$ cat config.mk
export PLATFORM = sky130hd
export DESIGN_NAME = wb_commit
export DESIGN_NICKNAME = d
export VERILOG_FILES = /design/src/rtl/wb_pkg.sv /design/src/rtl/wb_csr_file.sv /design/src/rtl/wb_commit.sv
export SDC_FILE = /design/constraint.sdc
export NUM_CORES = 1
export LEC_CHECK = 0
export CAP_MARGIN = 20
export CORE_MARGIN = 2
export CORE_UTILIZATION = 40
export CTS_BUF_LIST = sky130_fd_sc_hd__clkbuf_4 sky130_fd_sc_hd__clkbuf_8
export CTS_CLUSTER_DIAMETER = 40
export CTS_CLUSTER_SIZE = 14
export DETAILED_ROUTE_END_ITERATION = 12
export HOLD_SLACK_MARGIN = 0.1
export PLACE_DENSITY = 0.83
export SLEW_MARGIN = 25
export SYNTH_ARGS = -nofsm -noshare
export SYNTH_HDL_FRONTEND = slang
export SYNTH_SLANG_ARGS = --single-unit
$ cat constraint.sdc
create_clock -name clk -period 1.85 [get_ports clk]
set_input_delay 0.555 -clock clk [delete_from_list [all_inputs] [get_ports clk]]
set_output_delay 0.555 -clock clk [all_outputs]
set_load 0.05 [all_outputs]
$ cat src/rtl/wb_pkg.sv
// wb_pkg: shared constants and types for the write-back commit unit.
//   rd-source encodings, CSR addresses / reset values, ecall cause code,
//   commit-FSM state encoding and the latched bundle layout.
package wb_pkg;

    localparam logic [2:0] RD_NONE = 3'd0;
    localparam logic [2:0] RD_ALU  = 3'd1;
    localparam logic [2:0] RD_MEM  = 3'd2;
    localparam logic [2:0] RD_LINK = 3'd3;
    localparam logic [2:0] RD_CMP  = 3'd4;
    localparam logic [2:0] RD_CSR  = 3'd5;

    localparam logic [11:0] CSR_MSTATUS = 12'h300;
    localparam logic [11:0] CSR_MTVEC   = 12'h305;
    localparam logic [11:0] CSR_MEPC    = 12'h341;
    localparam logic [11:0] CSR_MCAUSE  = 12'h342;

    localparam logic [31:0] MSTATUS_RST = 32'h0000_1800;
    localparam logic [31:0] MTVEC_RST   = 32'h0;
    localparam logic [31:0] MEPC_RST    = 32'h0;
    localparam logic [31:0] MCAUSE_RST  = 32'h0;

    localparam logic [31:0] MCAUSE_ECALL_M = 32'd11;

    localparam logic [1:0] S_IDLE     = 2'd0;
    localparam logic [1:0] S_COMMIT   = 2'd1;
    localparam logic [1:0] S_WAIT_NPC = 2'd2;

    // Fields needed to form the register-file write after acceptance.
    typedef struct packed {
        logic [2:0]  rdregsrc;
        logic [4:0]  rd;
        logic [31:0] alu_result;
        logic [31:0] mdata;
        logic [31:0] snpc;
        logic        cmp_result;
    } wb_bundle_t;

endpackage

$ cat src/rtl/wb_csr_file.sv
// wb_csr_file: machine CSRs (mstatus, mtvec, mepc, mcause).
//   clk, rst       : clock, synchronous active-high reset
//   raddr_i/rdata_o: combinational read, unknown addresses read 0
//   we_i/waddr_i/wdata_i : CSR write, unknown addresses ignored
//   trap_i/epc_i   : ecall trap, loads mepc and mcause (overrides a same-cycle write)
//   mtvec_o        : current trap vector
module wb_csr_file
    import wb_pkg::*;
(
    input  logic        clk,
    input  logic        rst,
    input  logic [11:0] raddr_i,
    output logic [31:0] rdata_o,
    input  logic        we_i,
    input  logic [11:0] waddr_i,
    input  logic [31:0] wdata_i,
    input  logic        trap_i,
    input  logic [31:0] epc_i,
    output logic [31:0] mtvec_o
);

    logic [31:0] mstatus_q, mtvec_q, mepc_q, mcause_q;

    always_ff @(posedge clk) begin
        if (rst) begin
            mstatus_q <= MSTATUS_RST;
            mtvec_q   <= MTVEC_RST;
            mepc_q    <= MEPC_RST;
            mcause_q  <= MCAUSE_RST;
        end else begin
            if (we_i) begin
                case (waddr_i)
                    CSR_MSTATUS: mstatus_q <= wdata_i;
                    CSR_MTVEC:   mtvec_q   <= wdata_i;
                    CSR_MEPC:    mepc_q    <= wdata_i;
                    CSR_MCAUSE:  mcause_q  <= wdata_i;
                    default: ;
                endcase
            end
            // Placed after the write so the trap values win on mepc/mcause.
            if (trap_i) begin
                mepc_q   <= epc_i;
                mcause_q <= MCAUSE_ECALL_M;
            end
        end
    end

    always_comb begin
        rdata_o = 32'h0;
        case (raddr_i)
            CSR_MSTATUS: rdata_o = mstatus_q;
            CSR_MTVEC:   rdata_o = mtvec_q;
            CSR_MEPC:    rdata_o = mepc_q;
            CSR_MCAUSE:  rdata_o = mcause_q;
            default: ;
        endcase
    end

    assign mtvec_o = mtvec_q;

endmodule

$ cat src/rtl/wb_commit.sv
// wb_commit: write-back commit unit at the end of the M->W bundle.
//   clk, rst                 : clock, synchronous active-high reset
//   s_valid/s_ready          : bundle handshake from the W-stage bus
//   dnpc..src2, rdregsrc, csraddr, cmp_result, ecall, rd : bundle fields
//   rf_we/rf_waddr/rf_wdata  : one register-file write per bundle (COMMIT only)
//   npc_valid/npc_ready/npc  : next-PC handshake to the IFU
// Build option: define WB_CSR_EN to include the CSR file, CSR rd source
// and ecall trap; otherwise CSR reads yield 0 and ecall is ignored.
module wb_commit
    import wb_pkg::*;
(
    input  logic        clk,
    input  logic        rst,
    input  logic        s_valid,
    output logic        s_ready,
    input  logic [31:0] dnpc,
    input  logic [31:0] mdata,
    input  logic [31:0] alu_result,
    input  logic [31:0] snpc,
    input  logic [31:0] pc,
    input  logic [31:0] csr_wdata,
    input  logic [31:0] src2,
    input  logic [2:0]  rdregsrc,
    input  logic [11:0] csraddr,
    input  logic        cmp_result,
    input  logic        ecall,
    input  logic [4:0]  rd,
    output logic        rf_we,
    output logic [4:0]  rf_waddr,
    output logic [31:0] rf_wdata,
    output logic        npc_valid,
    input  logic        npc_ready,
    output logic [31:0] npc
);

    logic [1:0]  state_q, state_d;
    wb_bundle_t  bnd_q;
    logic [31:0] npc_q, npc_d;
    logic [31:0] csr_rdata;
    logic        accept, in_commit;

    assign s_ready   = (state_q == S_IDLE);
    assign npc_valid = (state_q != S_IDLE);
    assign npc       = npc_q;
    assign accept    = s_valid && s_ready;
    assign in_commit = (state_q == S_COMMIT);

    // src2 is carried on the bus for debug only.
    logic unused_dbg;
    assign unused_dbg = ^src2;

`ifdef WB_CSR_EN
    logic [11:0] csraddr_q;
    logic [31:0] csr_wdata_q, pc_q, mtvec;
    logic        ecall_q;

    wb_csr_file u_csr (
        .clk     (clk),
        .rst     (rst),
        .raddr_i (csraddr_q),
        .rdata_o (csr_rdata),
        .we_i    (in_commit && (bnd_q.rdregsrc == RD_CSR)),
        .waddr_i (csraddr_q),
        .wdata_i (csr_wdata_q),
        .trap_i  (in_commit && ecall_q),
        .epc_i   (pc_q),
        .mtvec_o (mtvec)
    );

    // mtvec is sampled at acceptance, before this bundle can rewrite it.
    assign npc_d = ecall ? mtvec : dnpc;

    always_ff @(posedge clk) begin
        if (rst) begin
            csraddr_q   <= '0;
            csr_wdata_q <= '0;
            pc_q        <= '0;
            ecall_q     <= 1'b0;
        end else if (accept) begin
            csraddr_q   <= csraddr;
            csr_wdata_q <= csr_wdata;
            pc_q        <= pc;
            ecall_q     <= ecall;
        end
    end
`else
    assign csr_rdata = 32'h0;
    assign npc_d     = dnpc;

    logic unused_csr;
    assign unused_csr = ^{pc, csr_wdata, csraddr, ecall};
`endif

    always_comb begin
        state_d = state_q;
        case (state_q)
            S_IDLE:     if (accept)    state_d = S_COMMIT;
            S_COMMIT:   state_d = npc_ready ? S_IDLE : S_WAIT_NPC;
            S_WAIT_NPC: if (npc_ready) state_d = S_IDLE;
            default:    state_d = S_IDLE;
        endcase
    end

    always_ff @(posedge clk) begin
        if (rst) begin
            state_q <= S_IDLE;
            bnd_q   <= '0;
            npc_q   <= '0;
        end else begin
            state_q <= state_d;
            if (accept) begin
                bnd_q.rdregsrc   <= rdregsrc;
                bnd_q.rd         <= rd;
                bnd_q.alu_result <= alu_result;
                bnd_q.mdata      <= mdata;
                bnd_q.snpc       <= snpc;
                bnd_q.cmp_result <= cmp_result;
                npc_q            <= npc_d;
            end
        end
    end

    always_comb begin
        rf_wdata = 32'h0;
        case (bnd_q.rdregsrc)
            RD_ALU:  rf_wdata = bnd_q.alu_result;
            RD_MEM:  rf_wdata = bnd_q.mdata;
            RD_LINK: rf_wdata = bnd_q.snpc;
            RD_CMP:  rf_wdata = {31'b0, bnd_q.cmp_result};
            RD_CSR:  rf_wdata = csr_rdata;
            default: ;
        endcase
    end

    // Codes 6-7 fall outside ALU..CSR and therefore never write.
    assign rf_we    = in_commit && (bnd_q.rd != 5'd0) &&
                      (bnd_q.rdregsrc >= RD_ALU) && (bnd_q.rdregsrc <= RD_CSR);
    assign rf_waddr = bnd_q.rd;

endmodule

Yosys cells after proc, flatten, opt, wreduce, memory -nomap -nowiden
Cells that the tools add are included.

Equality and inequality tests: 8. $add $sub $neg: 0. Multiply operators: 0. Muxes and demuxes: 5. Bitwise operators: 0. Divide/modulo/power cells: 0. $lt $le $gt $ge: 2. Shifts and indexed selects: 0. Reductions and logical operators: 8.

Operators by type and width (count): 32-bit case mux with 4 select lines (1); 3-bit by 2-bit equality test with 1-bit output (second input constant) (2); 2-bit 2-to-1 mux (3); 2-bit case mux with 3 select lines (1); 5-bit nonzero test (1); 1-bit logical AND (4); 3-bit by 1-bit equality test with 1-bit output (second input constant) (1); 3-bit equality test (second input constant) (1); 3-bit by 1-bit greater-or-equal comparator with 1-bit output (second input constant) (1); 3-bit less-or-equal comparator (second input constant) (1); 2-bit by 1-bit equality test with 1-bit output (second input constant) (1); 2-bit equality test (second input constant) (1); 2-bit zero test (1); 2-bit by 1-bit != test with 1-bit output (second input constant) (1); 2-bit != test (second input constant) (1); 2-bit AND reduction (1); 2-bit nonzero test (1).

Word-level logic and storage cells: 31. Bits in latches: 0. Memories kept: 0. Memory bits (writable): 0. Output and inout port bits: 72. Input port bits: 250. Bits in read-only memories: 0. Register bits after elaboration: 139.

Depth between registers and ports, before layout
Depth in word-level cells: 4. Mapped depth: 5. Gate-level depth less buffers: 3.

Worst setup path after synthesis
Ideal clock, no wire load.

Path kind: register -> output. Start point: reg bnd_q[103] (netlist bit). End point: out rf_we. Arrival: 2.374 ns. Stages on the path, launching flop included: 6. Path slack: -1.079 ns. Cell sequence: dfxtp_1 > buf_2 > buf_4 > nor3_1 > a21oi_1 > nor4bb_1.

Longest elaborated chain between the ends: 3.

RTL lines: from (decl) (RTL line wb_commit.sv:37) `wb_bundle_t bnd_q;`; 3-bit by 1-bit greater-or-equal comparator with 1-bit output (RTL line wb_commit.sv:137) `(bnd_q.rdregsrc >= RD_ALU) && (bnd_q.rdregsrc <= RD_CSR);`; 1-bit logical AND (RTL line wb_commit.sv:136) `assign rf_we = in_commit && (bnd_q.rd != 5'd0) &&`; 1-bit logical AND (*) (RTL line wb_commit.sv:137); to (decl) (RTL line wb_commit.sv:28) `output logic rf_we,`.

Every way passes the cells marked *; elsewhere a longest branch is shown, timed or not.

Worst setup path in the final report
Start point: reg bnd_q[103] (netlist bit). End point: out rf_wdata[20].

Longest elaborated chain between the ends: 2.

RTL lines: 3-bit equality test, or another cell as far along (RTL line wb_commit.sv:125) `case (bnd_q.rdregsrc)`; 32-bit case mux with 4 select lines (*) (RTL line wb_commit.sv:125); to (decl) (RTL line wb_commit.sv:30) `output logic [31:0] rf_wdata,`.

Marked as above.

==> impl_metrics.py <==
metrics = {
    "outcome": {
        "outcome": "finished, violations left",
        "violations": "setup timing",
    },
    "drt": {
        "drt_iter0_markers": 314,
        "via_per_inst": 5.03,
        "wire_per_inst_um": 14.9,
        "drc": 0,
        "dr.pass1.iters": 5,
        "num_vias": 5618,
        "ant_nets": 0,
        "totalWireLength_mm": 16.7,
    },
    "pwr": {
        "p_leak_nw": 3.57,
        "vdd.ir_drop.worst_uv": 440,
        "pwr-share-seq_pct": 43.4,
        "switching_share_pct": 27.7,
        "p_per_area_nw_per_um2": 819,
        "fin_total_pwr_mw": 7.61,
        "internal_power_mw": 5.50,
        "clockPowerShare_pct": 35.1,
        "power_frac_comb_pct": 21.6,
        "switching_power_mw": 2.11,
    },
    "timing": {
        "setup_viol": 33,
        "setup_tns_ps": -15100,
        "slew-limit-headroom_pct": 80.0,
        "period_needed_ps": 2340,
        "hold_viol": 0,
        "rsz0062_at_grt": "true",
        "fmax_ghz": 0.427,
        "finClkSkew_ps": 10.7,
        "setup_slack_ps": -490,
        "maxSlewViolCount": 0,
        "worst_slew_pin_slew_ps": 300,
        "min_period_over_period_pct": 126,
    },
    "worst_hold_path": {
        "hold_class": "reg2reg",
        "hp-start": "npc[2]",
    },
    "grt": {
        "grt_pass1_wl_mm": 25.4,
        "grtUsageTotal_pct": 21.3,
        "gr-total-overflow": 0,
        "antenna_found_initial": 1,
        "grt_pass1_vias": 5230,
        "grt_max_degree": 72,
    },
    "floorplanning": {
        "die_area_um2": 15400,
        "num_io_pins": 322,
        "initial_core_util_pct": 41.1,
        "core_area_um2": 14000,
        "rows": 43,
        "die_h_um": 124,
        "dieWidth_um": 124,
    },
    "final_layout": {
        "nets": 1175,
        "final_common_cell": "nand2_1",
        "layout_common_cells": "275 x nand2_1, 139 x clkdlybuf4s50_1, 138 x a21oi_1, 135 x dfxtp_1, 52 x buf_12",
        "drive_above_1_share_pct": 25.6,
        "syn2layout_area_growth_pct": 61.4,
        "final_core_utilization_pct": 66.4,
    },
    "setup_path": {
        "slowest_stage": "dfxtp_4",
        "crit_path_start": "bnd_q[103]",
        "start_kind": "flip-flop",
        "rr_startpoint": "state_q[1]",
        "cp_slowest_stage_delay_ps": 440,
        "worstSetupPathType": "reg2out",
        "cp_data_required_time_ps": 1290,
        "crit_path_end_kind": "output port",
        "worstPathMaxFanout": 11,
        "critPathBufInv": 2,
        "crit_chain": "buf_12 -> mux2_2 -> a22oi_2 -> nor2_2 -> buf_12",
        "critPathTopFamily": "flip-flops",
        "crit_arrival_ps": 1780,
        "cp_common_cell": "buf_12",
    },
    "place": {
        "place.gp.congestion": 0.760,
        "portBuffers": 212,
        "dp_hpwl_mm": 11.0,
    },
    "synthesis": {
        "syn_nets": 978,
        "ys_types": 21,
        "synth-warning-count": 0,
        "synthArstFlopShare_pct": 0,
        "ys.flop_type": "dfxtp_1",
        "ys_seq_area_share_pct": 48.4,
        "synthCells": 728,
        "syn_area_um2": 5750,
        "synth-edff-count": 0,
        "avgSynthCellArea_um2": 7.90,
        "ys_seq_elements": 139,
    },
    "clocking": {
        "cts_max_level": 4,
        "clkSlewWorstSetupHoldPaths_ps": 70,
        "clockRootBuffer": "clkbuf_8",
        "cts_tree": "done",
        "clock_path_buffers": 2,
        "clkSinkCount": 139,
        "clkLatencyLatePin_ps": 450,
        "cts_buffers": 17,
    },
    "job": {
        "max-cap-violations": 0,
    },
}
-- synthesized netlist by cell type, types with 3 or more instances --
cell type / n / area, µm²
nand2_1: 275 / 1030
buf_2: 8 / 40.0
a22oi_1: 30 / 225
dfxtp_1: 139 / 2780
buf_4: 21 / 158
buf_6: 13 / 146
mux2_2: 32 / 360
nand3b_1: 3 / 22.5
nor2_1: 34 / 128
clkbuf_1: 22 / 82.6
a21oi_1: 139 / 696
-- metal layers --
metal  GRT usage (%)  wire length, µm  up-vias
met3            5.17             1210       26
met1            27.0             7030     2629
met2            35.2             8100      180
met5               0                0        -
li1                -                -     2783
met4            8.29              337        0
-- per-stage QoR --
stage / setup slack [ps] / hold WS, ps / std cells / cell area (µm²)
final: -490 / 456 / 1118 / 9290
after global routing: -551 / 473 / 1117 / 9290
after CTS: -504 / 455 / 1116 / 9220
after detailed placement: -154 / 443 / 1082 / 8530
after global placement: -120 / 439 / 1082 / 8530
after floorplan: -224 / 433 / 728 / 5940
-- path summary, 6_finish.rpt --
kind                                      to  slack, ps  depth (start not counted)
worst max-delay path            rf_wdata[20]       -490                          5
worst min register to register        npc[2]        460                          2
worst min-delay path                  npc[2]        460                          2
worst max register to register     bnd_q[63]        470                          4
-- cell families after synthesis --
logic type                Yosys count  share of synthesized area (%)
DFF                               139                           48.4
and+or+nand+nor                   321                           21.7
xor gates and xnor gates            1                          0.152
AOI/OAI and AO/OA                 169                           16.0
muxes                              32                           6.26
buffers and inverters              66                           7.55
-- flip-flops by register name (all words and copies together) (netlist names) --
name and count:
bnd_q 100, npc 32, rf_waddr 5, state_q 2
-- what timing repair did --
action / CTS / global route
hold buffers: 0 / 0
gates cloned: 1 / 1
hold endpoints to repair: 0 / 0
resized for setup: 50 / 11
buffers inserted: 2 / 0
pin swaps: 1 / 7
setup endpoints to repair: 34 / 33
-- worst min-delay path: stages, from the launching register on --
cell	delay, ps
dfxtp_1	310
nand2_1	50
a21oi_1	50
-- power groups by stage --
| stage | registers (mW) | logic, mW | clock network, mW |
|---|---|---|---|
| 3_5_place_dp | 3.35 | 1.55 | 0 |
| 2_1_floorplan | 3.48 | 0.744 | 0 |
| 5_1_grt | 3.32 | 1.75 | 2.83 |
| 6_report | 3.30 | 1.64 | 2.67 |
| 3_3_place_gp | 3.34 | 1.54 | 0 |
| 4_1_cts | 3.29 | 1.63 | 2.72 |
-- area by class of cell --
class / count / area, µm²
Timing Repair Buffer: 243 / 2860
Clock inverter: 11 / 170
Clock buffer: 20 / 263
Tap cell: 180 / 225
Fill cell: 1139 / 4700
Sequential cell: 139 / 2790
Multi-Input combinational cell: 523 / 2970
Antenna cell: 1 / 2.50
Inverter: 1 / 3.75
Power figures use the tool's default switching activity.
